**src/rtl/pwm_pkg.sv**
```systemverilog
// rtl/pwm_pkg.sv - shared types and constants for the PWM DAC output stage
package pwm_pkg;

    typedef enum logic [1:0] {
        IDLE  = 2'd0,
        ARMED = 2'd1,
        RUN   = 2'd2
    } state_t;

    localparam int         PWM_WIDTH    = 8;
    localparam logic [7:0] UNDERRUN_MAX = 8'hFF;

endpackage

```
**src/rtl/sample_fifo.sv**
```systemverilog
// rtl/sample_fifo.sv - small synchronous sample FIFO with flush
// Ports: clk, nrst (async active-low); push/din write the tail, pop advances
// the head, dout shows the head entry; flush empties the FIFO on the next
// edge; full/empty reflect registered occupancy.
module sample_fifo #(
    parameter int WIDTH = 8,
    parameter int DEPTH = 2
) (
    input  logic             clk,
    input  logic             nrst,
    input  logic             push,
    input  logic             pop,
    input  logic             flush,
    input  logic [WIDTH-1:0] din,
    output logic [WIDTH-1:0] dout,
    output logic             full,
    output logic             empty
);

    localparam int AW = $clog2(DEPTH);

    logic [WIDTH-1:0] mem [DEPTH];
    // Extra MSB on each pointer distinguishes full from empty when the
    // index bits are equal.
    logic [AW:0]      wr_ptr;
    logic [AW:0]      rd_ptr;

    always_ff @(posedge clk or negedge nrst) begin
        if (!nrst) begin
            wr_ptr <= '0;
            rd_ptr <= '0;
        end else if (flush) begin
            wr_ptr <= '0;
            rd_ptr <= '0;
        end else begin
            if (push && !full) begin
                wr_ptr <= wr_ptr + {{AW{1'b0}}, 1'b1};
            end
            if (pop && !empty) begin
                rd_ptr <= rd_ptr + {{AW{1'b0}}, 1'b1};
            end
        end
    end

    always_ff @(posedge clk) begin
        if (push && !full && !flush) begin
            mem[wr_ptr[AW-1:0]] <= din;
        end
    end

    assign empty = (wr_ptr == rd_ptr);
    assign full  = (wr_ptr[AW] != rd_ptr[AW]) && (wr_ptr[AW-1:0] == rd_ptr[AW-1:0]);
    assign dout  = mem[rd_ptr[AW-1:0]];

endmodule

```
**src/rtl/pwm_dac.sv**
```systemverilog
// rtl/pwm_dac.sv - single-bit PWM output stage with sample buffer and underrun tracking
// Ports: clk, nrst (async active-low), en (enable, low flushes/idles),
// tick (frame strobe), in_data/in_valid/in_ready (sample handshake),
// clr_underrun (clears underrun status), pwm (modulated output),
// frame_start (new duty active), underrun (sticky), underrun_cnt (saturating).
module pwm_dac
    import pwm_pkg::*;
#(
    parameter int WIDTH = PWM_WIDTH,
    parameter int DEPTH = 2
) (
    input  logic             clk,
    input  logic             nrst,
    input  logic             en,
    input  logic             tick,
    input  logic [WIDTH-1:0] in_data,
    input  logic             in_valid,
    output logic             in_ready,
    input  logic             clr_underrun,
    output logic             pwm,
    output logic             frame_start,
    output logic             underrun,
    output logic [7:0]       underrun_cnt
);

    state_t           state;
    logic [WIDTH-1:0] phase;
    logic [WIDTH-1:0] duty;
    logic [WIDTH-1:0] fifo_dout;
    logic             fifo_full;
    logic             fifo_empty;
    logic             push;
    logic             pop;
    logic             underrun_evt;

    // in_ready is a function of registered state only, never of in_valid.
    assign in_ready = (state != IDLE) && !fifo_full;
    assign push     = in_valid && in_ready;
    // fifo_empty is registered, so a sample pushed on a tick cycle is not
    // visible to that tick's pop.
    assign pop          = en && tick && (state != IDLE) && !fifo_empty;
    assign underrun_evt = en && tick && (state == RUN) && fifo_empty;

    assign pwm = (state == RUN) && (phase < duty);

    sample_fifo #(
        .WIDTH (WIDTH),
        .DEPTH (DEPTH)
    ) u_fifo (
        .clk   (clk),
        .nrst  (nrst),
        .push  (push),
        .pop   (pop),
        .flush (!en),
        .din   (in_data),
        .dout  (fifo_dout),
        .full  (fifo_full),
        .empty (fifo_empty)
    );

    always_ff @(posedge clk or negedge nrst) begin
        if (!nrst) begin
            state       <= IDLE;
            phase       <= '0;
            duty        <= '0;
            frame_start <= 1'b0;
        end else begin
            frame_start <= 1'b0;
            if (!en) begin
                state <= IDLE;
                phase <= '0;
                duty  <= '0;
            end else begin
                case (state)
                    IDLE: begin
                        state <= ARMED;
                    end
                    ARMED: begin
                        if (pop) begin
                            duty        <= fifo_dout;
                            phase       <= '0;
                            state       <= RUN;
                            frame_start <= 1'b1;
                        end
                    end
                    RUN: begin
                        // Any tick resynchronises the frame, even on underrun.
                        phase <= tick ? '0 : phase + {{(WIDTH-1){1'b0}}, 1'b1};
                        if (pop) begin
                            duty        <= fifo_dout;
                            frame_start <= 1'b1;
                        end
                    end
                    default: begin
                        state <= IDLE;
                    end
                endcase
            end
        end
    end

    // A new underrun takes precedence over a simultaneous clear and restarts
    // the count at 1.
    always_ff @(posedge clk or negedge nrst) begin
        if (!nrst) begin
            underrun     <= 1'b0;
            underrun_cnt <= 8'd0;
        end else if (underrun_evt) begin
            underrun <= 1'b1;
            if (clr_underrun) begin
                underrun_cnt <= 8'd1;
            end else if (underrun_cnt != UNDERRUN_MAX) begin
                underrun_cnt <= underrun_cnt + 8'd1;
            end
        end else if (clr_underrun) begin
            underrun     <= 1'b0;
            underrun_cnt <= 8'd0;
        end
    end

endmodule

```
**config.mk**
```make
export PLATFORM = sky130hd
export DESIGN_NAME = pwm_dac
export DESIGN_NICKNAME = d
export VERILOG_FILES = /design/src/rtl/pwm_pkg.sv /design/src/rtl/sample_fifo.sv /design/src/rtl/pwm_dac.sv
export SDC_FILE = /design/constraint.sdc
export NUM_CORES = 1
export LEC_CHECK = 0
export BUFFER_PORTS_ARGS = -buffer_cell sky130_fd_sc_hd__clkbuf_2
export CAP_MARGIN = 20
export CORE_ASPECT_RATIO = 1.75
export CORE_MARGIN = 2
export CORE_UTILIZATION = 63
export DETAILED_ROUTE_END_ITERATION = 7
export GPL_TIMING_DRIVEN = 0
export PLACE_DENSITY = 0.94
export RECOVER_POWER = 25
export SLEW_MARGIN = 20
export SYNTH_ARGS = -nofsm -noshare
export SYNTH_HDL_FRONTEND = slang
export SYNTH_HIERARCHICAL = 1
export SYNTH_SLANG_ARGS = --single-unit
```
**constraint.sdc**
```tcl
create_clock -name clk -period 4.27 [get_ports clk]
set_clock_uncertainty 0.15 [all_clocks]
set_input_delay 0.2135 -clock clk [delete_from_list [all_inputs] [get_ports clk]]
set_output_delay 0.2135 -clock clk [all_outputs]
set_load 0.05 [all_outputs]
```
### Word level (Yosys, flattened, before mapping)

Memory sizes are Yosys's and may differ from the RTL's.
Cells that the tools add are included.

* RAM bits: 16
* word-level logic and storage cells: 75
* flip-flop bits (word level): 32
* output and inout port bits: 12
* input bits: 14
* memories: 1

* muxes and demuxes: 25
* reduce and logical (&&, ||, !) cells: 23
* $lt $le $gt $ge: 1
* add/subtract/negate cells: 4
* eq/ne operators: 13

Memory list
* u_fifo.mem: words 2, width 8, read ports 1, clocked after Yosys merged registers in 0, wr ports 1, line sample_fifo.sv:22 `logic [WIDTH-1:0] mem [DEPTH];`

Operator list (number)
* 8-bit two-way mux: 10
* 8-bit by 1-bit adder with 8-bit output, second input constant: 2
* 8-bit case mux with 2 select lines: 1
* 1-bit logical AND: 12
* 2-bit two-way mux: 6
* 8-bit less-than comparator: 1
* 8-bit != test, second input constant: 1
* 2-bit AND reduction: 4
* 1-bit two-way mux: 7
* 2-bit by 1-bit != test with 1-bit output, second input constant: 3
* 2-bit case mux with 3 select lines: 1
* 2-bit nonzero test: 3
* 2-bit by 1-bit adder with 2-bit output, second input constant: 2
* 2-bit != test, second input constant: 2
* 3-bit by 1-bit != test with 1-bit output, second input constant: 1
* 3-bit by 2-bit != test with 1-bit output, second input constant: 1
* 2-bit by 1-bit == test with 1-bit output, second input constant: 1
* 2-bit == test: 1
* 2-bit == test, second input constant: 1
* 1-bit zero test: 2
* 2-bit zero test: 1
* 2-bit OR reduction: 1
* 1-bit == test: 1
* 1-bit != test: 1

### Logic depth before layout (Yosys ltp)

Gate-level depths: netlist (run 1).

* depth in word-level cells: 9
* mapped depth: 10
* gate-level depth less buffers: 7

### Hierarchy

Netlist (run 1), hierarchy kept.

By module, submodules not included
* pwm_dac: times used 1, area an instance 1657.8 µm², cells each 175, seq. area each 700.7 µm²
* sample_fifo: times used 1, area an instance 857.1 µm², cells each 57, seq. area each 580.6 µm²

### Worst setup path before layout (run 1)

No wires, ideal clock.

* path kind: register to register
* start: register u_fifo.rd_ptr[0]
* end: memory u_fifo.mem[0][0] (enable)
* required time: 3.722 ns
* stages on the path, launching flop included: 8
* data arrival time: 2.849 ns
* setup time: 0.398 ns
* clock period less this slack: 3.396 ns
* slack: 0.874 ns
* path through: dfrtp_1 buf_2 buf_4 xor2_1 nor2_1 nor2_1 and2_1 nor4b_1

* longest elaborated chain between the ends: 9

Ends and longest elaborated chain
* from (decl): line sample_fifo.sv:26 `logic [AW:0] rd_ptr;`
* from (signal assigned): line sample_fifo.sv:40 `rd_ptr <= rd_ptr + {{AW{1'b0}}, 1'b1};`
* 1-bit == test: line sample_fifo.sv:52 `assign full = (wr_ptr[AW] != rd_ptr[AW]) && (wr_ptr[AW-1:0] == rd_ptr[AW-1:0]);`
* 1-bit logical AND: line sample_fifo.sv:52
* net fifo_full: line pwm_dac.sv:30 `logic fifo_full;`
* 1-bit zero test: line pwm_dac.sv:37 `assign in_ready = (state != IDLE) && !fifo_full;`
* 1-bit logical AND: line pwm_dac.sv:37
* net in_ready: line pwm_dac.sv:18 `output logic in_ready,`
* 1-bit logical AND: line pwm_dac.sv:38 `assign push = in_valid && in_ready;`
* net push: line pwm_dac.sv:32 `logic push;`
* 1-bit logical AND (2 in series): line sample_fifo.sv:46 `if (push && !full && !flush) begin`
* 1-bit two-way mux: line sample_fifo.sv:46
* 1-bit two-way mux (implied by the code): line sample_fifo.sv:47 `mem[wr_ptr[AW-1:0]] <= din;`
* to (decl): line sample_fifo.sv:22

The timed path passes the listed nets, and every way through them passes these cells.

### Final worst setup path (run 1)

* start: register state[0]
* end: output port pwm

* longest elaborated chain between the ends: 2

Ends and longest elaborated chain
* from (decl): line pwm_dac.sv:26 `state_t state;`
* from (signal assigned): line pwm_dac.sv:63 `state <= IDLE;`
* from (signal assigned): line pwm_dac.sv:70 `state <= IDLE;`
* from (signal assigned): line pwm_dac.sv:76 `state <= ARMED;`
* 2-bit == test: line pwm_dac.sv:44 `assign pwm = (state == RUN) && (phase < duty);`
* 1-bit logical AND: line pwm_dac.sv:44
* to (decl): line pwm_dac.sv:20 `output logic pwm,`

No other way between the ends.

==> flow_metrics.env, run 1 <==
export IMPL_status="complete, but fails checks"
export IMPL_violations="max-capacitance violations, max-slew violations"
export IMPL_rrSetupSlack_ns=1.83
export IMPL_areaGrowthSynthToFinish_pct=15.4
export IMPL_synth_seq_area_share=0.509
export IMPL_postRouteAntennaNets=0
export IMPL_post_cts_buffers=0
export IMPL_grt_pass1_vias=1932
export IMPL_clk_pin_slew_ns=0.09
export IMPL_min_period_ns=2.53
export IMPL_min_path_type="in2reg"
export IMPL_synthFlopType="dfrtp_1"
export IMPL_synth_area_leaders="dfrtp_1 (32%), edfxtp_1 (19%), ha_1 (6.5%), o31ai_1 (4.2%), mux2_2 (4.0%)"
export IMPL_syn_nets=259
export IMPL_ctsLongestPathBuffers=2
export IMPL_ys_ff_latch=48
export IMPL_synth_edf_count=16
export IMPL_nFillCells=261
export IMPL_postCtsHoldBufs=9
export IMPL_finalMaxSlewViolations=33
export IMPL_worst_pin_slew_ns=1.72
export IMPL_timing_fmax_mhz=396
export IMPL_timing_final_hold_violations=0
export IMPL_insertedDiodeCount=0
export IMPL_rsz0062_at_grt="no"
export IMPL_clk_latency_ns=0.30
export IMPL_yosys_warnings=6
export IMPL_clock_root_buffer="clkbuf_8"
export IMPL_dieArea_sq_mm=0.00453
export IMPL_cp_required_ns=3.91
export IMPL_drt_wl_total_microns=5230
export IMPL_grt_use_total=0.266
export IMPL_numCtsBuffers=5
export IMPL_fin_hold_ws_ns=0.0579
export IMPL_dp_hpwl_microns=3410
export IMPL_ys_types=46
export IMPL_setup_ws_ns=1.74
export IMPL_synthCells=232
export IMPL_total_power_mw=1.13
export IMPL_critPathLaunchType="flip-flop"
export IMPL_wl_per_cell_microns=16.2
export IMPL_grt_ovfl_total=0
export IMPL_first_pass_iters=4
export IMPL_relSlewSlack=-0.144
export IMPL_fp_coreArea_sq_mm=0.00387
export IMPL_die_y_microns=87.6
export IMPL_die_w_microns=51.8
export IMPL_place_gp_congestion=0.797
export IMPL_ctsResizeCount=0
export IMPL_drt_iter0_markers=47
export IMPL_cts_sinks=48
export IMPL_leakagePower_nw=1.22
export IMPL_cap_viol_max_count=1
export IMPL_place_ws_ns=1.90
export IMPL_num_vias=1920
export IMPL_fin_setup_tns_ns=0
export IMPL_postSynth_asyncResetShare=0.667
export IMPL_placementRows=30
export IMPL_ios=26
export IMPL_setup_viol=0
export IMPL_fin_nets=300
export IMPL_cts_max_level=2
export IMPL_criticalPathCategory="reg2out"
export IMPL_grt_pass1_wl_microns=8830
export IMPL_fin_crit_sh=0.592
export IMPL_drc=0
export IMPL_grt_max_degree=33
export IMPL_path_max_fanout=6
export IMPL_seq_area_sq_mm=0.00128
export IMPL_p_per_area_mw_per_mm2=388
export IMPL_portBuffers=24
export IMPL_yosysTopAreaCell="dfrtp_1"
export IMPL_antenna_found_initial=0
export IMPL_netlist_area_sq_mm=0.00251
export IMPL_synth_avg_cell_area_sq_um=10.8
export IMPL_multi_input_area_sq_mm=0.00113
export IMPL_cts_tree="yes"
export IMPL_drive_gt1_frac=0.168
export IMPL_vias_per_cell=5.96
export IMPL_synth_top_area_frac=0.318
export IMPL_crit_path_end_kind="output port"
export IMPL_irDropWorstVdd_mv=0.438
export IMPL_start_util=0.650
export IMPL_arrival_ns=2.16
-- per-stage QoR --
| stage | cell area (sq um) | util | cells |
|---|---|---|---|
| 2_1_floorplan | 2510 | - | 232 |
| 3_3_place_gp | 2700 | 0.697 | 304 |
| 3_5_place_dp | 2710 | 0.700 | 305 |
| 5_1_grt | 2900 | 0.750 | 322 |
| 6_report | 2900 | 0.750 | 322 |
| 4_1_cts | 2910 | 0.753 | 322 |
-- worst max-delay path: stages, from the launching register on --
cell and delay, ns:
dfrtp_1 0.42, inv_1 0.10, ha_1 0.32, or2b_1 0.27
a221o_1 0.26, a31oi_1 0.18, clkbuf_2 0.31
-- cell usage in the layout (no fill, tap or decap), types with 5 or more instances in the layout --
master and count:
dfrtp_1 32, and3_1 5, inv_1 14, o31ai_1 14, edfxtp_1 16, ha_1 13
nand2b_1 7, a21oi_1 7, nand3_1 9, nor2_1 16, dlygate4sd3_1 9, o21ai_0 14
nand2_1 21, clkbuf_1 13, clkbuf_8 5, clkbuf_2 15, mux2_2 9
-- layer usage --
metal | track usage | share of wire | vias up
met5 | 0 | 0 | -
met4 | 0.103 | 0.021 | 0
met3 | 0.0478 | 0.027 | 11
met2 | 0.498 | 0.57 | 44
met1 | 0.289 | 0.38 | 949
li1 | - | - | 916
-- cell usage after synthesis (all sizes together), types with 4 or more instances --
cell,count
dfrtp,32
nand2,21
edfxtp,16
nor2,16
inv,14
o21ai,14
o31ai,14
ha,13
mux2,9
nand3,9
a21oi,7
buf,7
nand2b,7
and3,5
clkbuf,4
mux2i,4
nor2b,4
-- worst paths after layout --
check                                             start                           end  cells after the start
min reg2reg                        phase[7]$_DFFE_PN0P_          phase[7]$_DFFE_PN0P_                      1
max in group asynchronous                          nrst  u_fifo/wr_ptr[1]$_DFFE_PN0P_                      2
max                                state[0]$_DFFE_PN0P_                           pwm                      6
min                                                  en          state[1]$_DFFE_PN0P_                      3
min in group asynchronous                          nrst          phase[6]$_DFFE_PN0P_                      2
max reg2reg                u_fifo/rd_ptr[0]$_DFFE_PN0P_    u_fifo/mem[0][2]$_DFFE_PP_                      8
-- area by class of cell --
| type | count | share of cell area |
|---|---|---|
| clock inverter | 3 | 0.0164 |
| clock buffer | 5 | 0.0237 |
| buffer | 11 | 0.0194 |
| sequential | 48 | 0.442 |
| tap | 48 | 0.0207 |
| multi-input combinational | 159 | 0.390 |
| inverter | 14 | 0.0181 |
| timing repair buffer | 34 | 0.0703 |
-- cells by family after synthesis --
kind of cell,share of synthesized area
muxes,0.0562
xor gates and xnor gates,0.0139
AOI/OAI and AO/OA,0.140
and+or+nand+nor,0.173
adders and majority gates,0.0647
DFF,0.509
buffers and inverters,0.0433
-- sequential cells by signal, indices dropped and copies added (netlist names) --
| signal | flops |
|---|---|
| duty | 8 |
| u_fifo/mem | 16 |
| u_fifo/rd_ptr | 2 |
| frame_start | 1 |
| phase | 8 |
| underrun | 1 |
| underrun_cnt | 8 |
| state | 2 |
| u_fifo/wr_ptr | 2 |
-- where the power goes --
group	switching (mW)	internal (mW)	total (mW)
sequential	0.0186	0.509	0.527
clock	0.160	0.176	0.336
combinational	0.172	0.0906	0.263
Note: power is estimated with default switching activity, not from simulation.
==> run 2, diff against run 1 <==
--- a/config.mk
+++ b/config.mk
@@ -5,14 +5,15 @@
 export SDC_FILE = /design/constraint.sdc
 export NUM_CORES = 1
 export LEC_CHECK = 0
+export ABC_AREA = 1
 export BUFFER_PORTS_ARGS = -buffer_cell sky130_fd_sc_hd__clkbuf_2
 export CAP_MARGIN = 20
 export CORE_ASPECT_RATIO = 1.75
 export CORE_MARGIN = 2
-export CORE_UTILIZATION = 63
+export CORE_UTILIZATION = 59
 export DETAILED_ROUTE_END_ITERATION = 7
 export GPL_TIMING_DRIVEN = 0
-export PLACE_DENSITY = 0.94
+export PLACE_DENSITY = 0.9
 export RECOVER_POWER = 25
 export SLEW_MARGIN = 20
 export SYNTH_ARGS = -nofsm -noshare
==> constraint.sdc (replaced) <==
create_clock -name clk -period 2.6 [get_ports clk]
set_clock_uncertainty 0.15 [all_clocks]
set_input_delay 0.13 -clock clk [delete_from_list [all_inputs] [get_ports clk]]
set_output_delay 0.13 -clock clk [all_outputs]
set_load 0.05 [all_outputs]
==> flow_metrics.env, run 2 <==
export IMPL_die_w_microns=54.3
export IMPL_fin_setup_tns_ns=0
export IMPL_dieArea_sq_mm=0.00500
export IMPL_fin_util=0.701
export IMPL_relSlewSlack=-0.206
export IMPL_grt_pass1_wl_microns=9060
export IMPL_drt_wl_total_microns=5360
export IMPL_stdcell_count=413
export IMPL_mostFrequentLayoutCells="nand2_1 (107), inv_1 (47), dfrtp_1 (32), nor2_1 (25), nand3_1 (19)"
export IMPL_fin_hold_ws_ns=0.0355
export IMPL_place_ws_ns=0.287
export IMPL_ctsLongestPathBuffers=2
export IMPL_synth_commonest_cells="nand2_1 (107), inv_1 (47), dfrtp_1 (32)"
export IMPL_cts_max_level=2
export IMPL_num_vias=2162
export IMPL_setup_ws_ns=0.253
export IMPL_irDropWorstVdd_mv=0.669
export IMPL_clock_root_buffer="clkbuf_8"
export IMPL_yosys_warnings=6
export IMPL_vias_per_cell=5.23
export IMPL_setup_viol=0
export IMPL_timing_rr_end="u_fifo/mem[1][2]$_DFFE_PP_"
export IMPL_r2r_start="u_fifo/rd_ptr[0]$_DFFE_PN0P_"
export IMPL_worst_pin_slew_ns=1.81
export IMPL_final_common_cell="nand2_1"
export IMPL_holdCritStartpoint="clr_underrun"
export IMPL_synth_seq_area_share=0.490
export IMPL_synth_avg_cell_area_sq_um=8.19
export IMPL_areaGrowthSynthToFinish_pct=15.9
export IMPL_timing_fmax_mhz=426
export IMPL_fin_nets=388
export IMPL_placed_area_sq_mm=0.00280
export IMPL_p_switching_mw=0.662
export IMPL_crit_path_end_kind="flip-flop"
export IMPL_clk_latency_ns=0.31
export IMPL_min_period_ns=2.35
export IMPL_critPathLaunchType="flip-flop"
export IMPL_fp_coreArea_sq_mm=0.00432
export IMPL_synthCells=319
export IMPL_whs_endpoint="underrun_cnt[7]$_DFFE_PN0P_"
export IMPL_fin_crit_sh=0.903
export IMPL_die_y_microns=92.1
export IMPL_arrival_ns=2.14
export IMPL_rr_worst_depth=8
export IMPL_status="complete, but fails checks"
export IMPL_portBuffers=25
export IMPL_grt_pass1_vias=2200
export IMPL_clk_pin_slew_ns=0.10
export IMPL_pwr_share_clk=0.318
export IMPL_postSynth_asyncResetShare=0.667
export IMPL_postRouteAntennaNets=0
export IMPL_start_util=0.604
export IMPL_violations="max-capacitance violations, max-slew violations"
export IMPL_synth_top_area_frac=0.306
export IMPL_grt_ovfl_total=0
export IMPL_place_gp_congestion=0.862
export IMPL_p_per_area_mw_per_mm2=676
export IMPL_leakagePower_nw=1.54
export IMPL_grt_use_total=0.247
export IMPL_synth_most_common_cell="nand2_1"
export IMPL_path_max_fanout=10
export IMPL_grt_max_degree=33
export IMPL_numCtsBuffers=5
export IMPL_antenna_found_initial=0
export IMPL_seqPwrFrac=0.428
export IMPL_stdcell_area_sq_mm=0.00303
export IMPL_cts_tree="yes"
export IMPL_pwr_share_comb=0.255
export IMPL_ios=26
export IMPL_p_int_mw=1.39
export IMPL_insertedDiodeCount=0
export IMPL_rrSetupSlack_ns=0.25
export IMPL_synth_area_leaders="dfrtp_1 (31%), edfxtp_1 (18%), nand2_1 (15%), inv_1 (6.7%), ha_1 (6.2%)"
export IMPL_synthFlopType="dfrtp_1"
export IMPL_cp_required_ns=2.40
export IMPL_timing_final_hold_violations=0
export IMPL_criticalPathCategory="reg2reg"
export IMPL_rsz0062_at_grt="no"
export IMPL_wl_per_cell_microns=13.0
export IMPL_placementRows=32
export IMPL_cts_sinks=48
export IMPL_cap_viol_max_count=1
export IMPL_largest_reg_flops=16
export IMPL_total_power_mw=2.05
export IMPL_synth_edf_count=16
export IMPL_dp_hpwl_microns=3700
export IMPL_yosysTopAreaCell="dfrtp_1"
export IMPL_finalMaxSlewViolations=33
export IMPL_post_cts_buffers=0
export IMPL_netlist_area_sq_mm=0.00261
export IMPL_placed_cells=395
export IMPL_drc=0
export IMPL_switching_share=0.323
export IMPL_drt_iter0_markers=73
export IMPL_ys_ff_latch=48
export IMPL_drive_gt1_frac=0.130
export IMPL_first_pass_iters=4
export IMPL_min_path_type="in2reg"
export IMPL_hold_depth=4
export IMPL_ys_types=24
export IMPL_syn_nets=346
-- run 2: changes by cell type after synthesis, moves of 5 or more --
cell	previous run	this run
nand2_1	21	107
inv_1	14	47
o31ai_1	14	0
nand3_1	9	19
mux2_2	9	0
nand4_1	2	11
nor2_1	16	25
nand2_2	0	7
nand2b_1	7	0
and3_1	5	0
nand2_4	0	5
-- run 2: power by group through the flow --
stage / Clock [mW] / Sequential, mW / Combinational, mW
2_1_floorplan: 0 / 0.897 / 0.377
3_3_place_gp: 0 / 0.888 / 0.486
3_5_place_dp: 0 / 0.892 / 0.497
4_1_cts: 0.659 / 0.876 / 0.517
5_1_grt: 0.683 / 0.883 / 0.590
6_report: 0.651 / 0.877 / 0.522
-- run 2: kinds of logic after synthesis --
group / count (synthesis) / synth area share
DFF: 48 / 0.490
and+or+nand+nor: 180 / 0.316
AOI/OAI and AO/OA: 25 / 0.0488
adders and majority gates: 13 / 0.0622
buffers and inverters: 53 / 0.0823
-- run 2: worst max-delay path by stage --
stage,endpoint,from
2_1_floorplan,u_fifo/mem[1][0]$_DFFE_PP_,u_fifo/rd_ptr[0]$_DFFE_PN0P_
3_3_place_gp,u_fifo/mem[1][1]$_DFFE_PP_,u_fifo/rd_ptr[0]$_DFFE_PN0P_
3_5_place_dp,u_fifo/mem[1][1]$_DFFE_PP_,u_fifo/wr_ptr[0]$_DFFE_PN0P_
4_1_cts,u_fifo/mem[1][4]$_DFFE_PP_,u_fifo/wr_ptr[0]$_DFFE_PN0P_
5_1_grt,u_fifo/mem[1][4]$_DFFE_PP_,u_fifo/wr_ptr[0]$_DFFE_PN0P_
6_report,u_fifo/mem[1][2]$_DFFE_PP_,u_fifo/rd_ptr[0]$_DFFE_PN0P_
-- run 2: what timing repair did --
action                                 in CTS  in global routing
hold buffers                               10                  0
endpoints found under the hold margin      49                  0
resized for setup                           0                  0
-- run 2: worst max-delay path, cell delays in order (launching register included) --
cell,delay [ns]
dfrtp_1,0.41
inv_2,0.12
nand2_2,0.08
nand2_2,0.07
nand2_2,0.10
inv_1,0.06
nor3b_1,0.35
nand2_2,0.14
nor3_2,0.50
-- run 2: final cells by class --
type / count / area [sq um]
inverter: 51 / 193
timing repair buffer: 35 / 215
clock inverter: 3 / 68.8
clock buffer: 5 / 68.8
multi-input combinational: 218 / 1120
sequential: 48 / 1280
fill: 330 / 1290
buffer: 2 / 22.5
tap: 51 / 63.8
-- run 2: layer usage --
metal  vias to the layer above  track usage  routed length (microns)
met3                        10       0.0407                      164
met5                         -            0                        0
met4                         0        0.123                      127
li1                       1090            -                        -
met1                      1018        0.230                     1940
met2                        44        0.470                     3120
==> run 3, diff against run 2 <==
--- a/config.mk
+++ b/config.mk
@@ -8,7 +8,6 @@
 export ABC_AREA = 1
 export BUFFER_PORTS_ARGS = -buffer_cell sky130_fd_sc_hd__clkbuf_2
 export CAP_MARGIN = 20
-export CORE_ASPECT_RATIO = 1.75
 export CORE_MARGIN = 2
 export CORE_UTILIZATION = 59
 export DETAILED_ROUTE_END_ITERATION = 7
==> flow_metrics.env, run 3 (synthesis gave the netlist of run 2 again) <==
export IMPL_status="complete, but fails checks"
export IMPL_violations="max-capacitance violations, max-slew violations"
export IMPL_dieArea_sq_mm=0.00498
export IMPL_cap_viol_max_count=1
export IMPL_final_common_cell="nand2_1"
export IMPL_fin_crit_sh=0.913
export IMPL_grt_use_total=0.208
export IMPL_numCtsBuffers=5
export IMPL_portBuffers=25
export IMPL_timing_rr_end="u_fifo/mem[1][6]$_DFFE_PP_"
export IMPL_crit_slowest_cell="nor3_2"
export IMPL_drc=0
export IMPL_vias_per_cell=5.08
export IMPL_timing_final_hold_violations=0
export IMPL_cp_common_cell="nand2_2"
export IMPL_fp_coreArea_sq_mm=0.00432
export IMPL_cts_tree="yes"
export IMPL_rrSetupSlack_ns=0.23
export IMPL_holdCritStartpoint="en"
export IMPL_critPathLaunchType="flip-flop"
export IMPL_grt_pass1_vias=2019
export IMPL_dp_hpwl_microns=3530
export IMPL_largest_reg_flops=16
export IMPL_crit_path_cell_trace="inv_2, nand2_2, nand2_2, nand2_2, inv_1, nor3b_1, nand2_2, nor3_2"
export IMPL_path_max_fanout=10
export IMPL_grt_ovfl_total=0
export IMPL_antenna_found_initial=0
export IMPL_die_y_microns=70.6
export IMPL_relSlewSlack=-0.145
export IMPL_whs_endpoint="duty[0]$_DFFE_PN0P_"
export IMPL_start_util=0.604
export IMPL_cp_required_ns=2.39
export IMPL_critical_path_max_stage_delay_ns=0.50
export IMPL_hold_depth=3
export IMPL_clk_latency_ns=0.30
export IMPL_wl_per_cell_microns=11.3
export IMPL_nFillCells=348
export IMPL_finalMaxSlewViolations=33
export IMPL_cts_max_level=2
export IMPL_r2r_start="u_fifo/rd_ptr[0]$_DFFE_PN0P_"
export IMPL_irDropWorstVdd_mv=0.467
export IMPL_drt_wl_total_microns=4680
export IMPL_grt_max_degree=33
export IMPL_drive_gt1_frac=0.130
export IMPL_ios=26
export IMPL_clock_root_buffer="clkbuf_8"
export IMPL_drt_iter0_markers=107
export IMPL_total_power_mw=1.82
export IMPL_clk_pin_slew_ns=0.09
export IMPL_place_gp_congestion=0.856
export IMPL_mostFrequentLayoutCells="nand2_1 (107), inv_1 (47), dfrtp_1 (32), nor2_1 (25), nand3_1 (19)"
export IMPL_insertedDiodeCount=0
export IMPL_first_pass_iters=4
export IMPL_placementRows=24
export IMPL_worst_pin_slew_ns=1.72
export IMPL_ctsLongestPathBuffers=2
export IMPL_areaGrowthSynthToFinish_pct=13.8
export IMPL_fin_setup_tns_ns=0
export IMPL_timing_fmax_mhz=421
export IMPL_rr_worst_depth=8
export IMPL_arrival_ns=2.16
export IMPL_setup_viol=0
export IMPL_min_period_ns=2.37
export IMPL_p_per_area_mw_per_mm2=612
export IMPL_fin_nets=387
export IMPL_grt_pass1_wl_microns=8310
export IMPL_num_vias=2097
export IMPL_rsz0062_at_grt="no"
export IMPL_postRouteAntennaNets=0
export IMPL_die_w_microns=70.6
export IMPL_leakagePower_nw=1.51
export IMPL_post_cts_buffers=0
export IMPL_min_path_type="in2reg"
export IMPL_cts_sinks=48
export IMPL_crit_path_end_kind="flip-flop"
export IMPL_criticalPathCategory="reg2reg"
## run 3: cell type report
cell class / instances / area (sq um) / area share
multi-input combinational: 218 / 1120 / 0.376
clock inverter: 2 / 16.3 / 0.00547
sequential: 48 / 1280 / 0.431
tap: 52 / 65.1 / 0.0219
clock buffer: 6 / 72.6 / 0.0244
timing repair buffer: 34 / 206 / 0.0694
inverter: 51 / 193 / 0.0648
buffer: 2 / 22.5 / 0.00757
## run 3: worst max-delay path by stage
stage,slack (ns),to,from
2_1_floorplan,0.58,u_fifo/mem[1][0]$_DFFE_PP_,u_fifo/rd_ptr[0]$_DFFE_PN0P_
3_3_place_gp,0.30,u_fifo/mem[1][4]$_DFFE_PP_,u_fifo/rd_ptr[0]$_DFFE_PN0P_
3_5_place_dp,0.26,u_fifo/mem[1][4]$_DFFE_PP_,u_fifo/rd_ptr[0]$_DFFE_PN0P_
4_1_cts,0.23,u_fifo/mem[1][3]$_DFFE_PP_,u_fifo/rd_ptr[0]$_DFFE_PN0P_
5_1_grt,0.03,u_fifo/mem[1][6]$_DFFE_PP_,u_fifo/rd_ptr[1]$_DFFE_PN0P_
6_report,0.23,u_fifo/mem[1][6]$_DFFE_PP_,u_fifo/rd_ptr[0]$_DFFE_PN0P_
## run 3: per-layer routing
| layer | up-vias | track usage | wire length, microns |
|---|---|---|---|
| met2 | 35 | 0.376 | 2400 |
| met3 | 9 | 0.0370 | 140 |
| li1 | 1092 | - | - |
| met4 | 0 | 0.0839 | 96 |
| met1 | 961 | 0.246 | 2040 |
| met5 | - | 0 | 0 |
## run 3: report_power, final
| part | switching (mW) | internal, mW | leakage, nW |
|---|---|---|---|
| Clock | 0.244 | 0.191 | 0.0414 |
| Combinational | 0.349 | 0.161 | 0.883 |
| Sequential | 0.0353 | 0.840 | 0.588 |
| Total | 0.629 | 1.19 | 1.51 |
## run 3: repair_timing
action,4_1_cts,5_1_grt
hold buffers,9,0
resized for setup,0,0
endpoints found under the hold margin,48,0
## run 3: through the flow
step	std cells	hold slack [ns]	setup WS [ns]	cell area (sq um)	util
after floorplan	319	-0.316	0.583	2610	-
after global placement	396	0.0941	0.299	2800	0.648
after detailed placement	396	0.0957	0.262	2800	0.648
after CTS	413	0.00353	0.226	2980	0.690
after global routing	413	0.0136	0.0329	2970	0.688
final	413	0.0146	0.226	2970	0.688
## run 3: worst max-delay path: cells and delay by family, from the launching register on
kind                   cells  cell delay, ns
buffers and inverters      2            0.18
flip-flops                 1            0.42
AND/OR/NAND/NOR            6            1.26
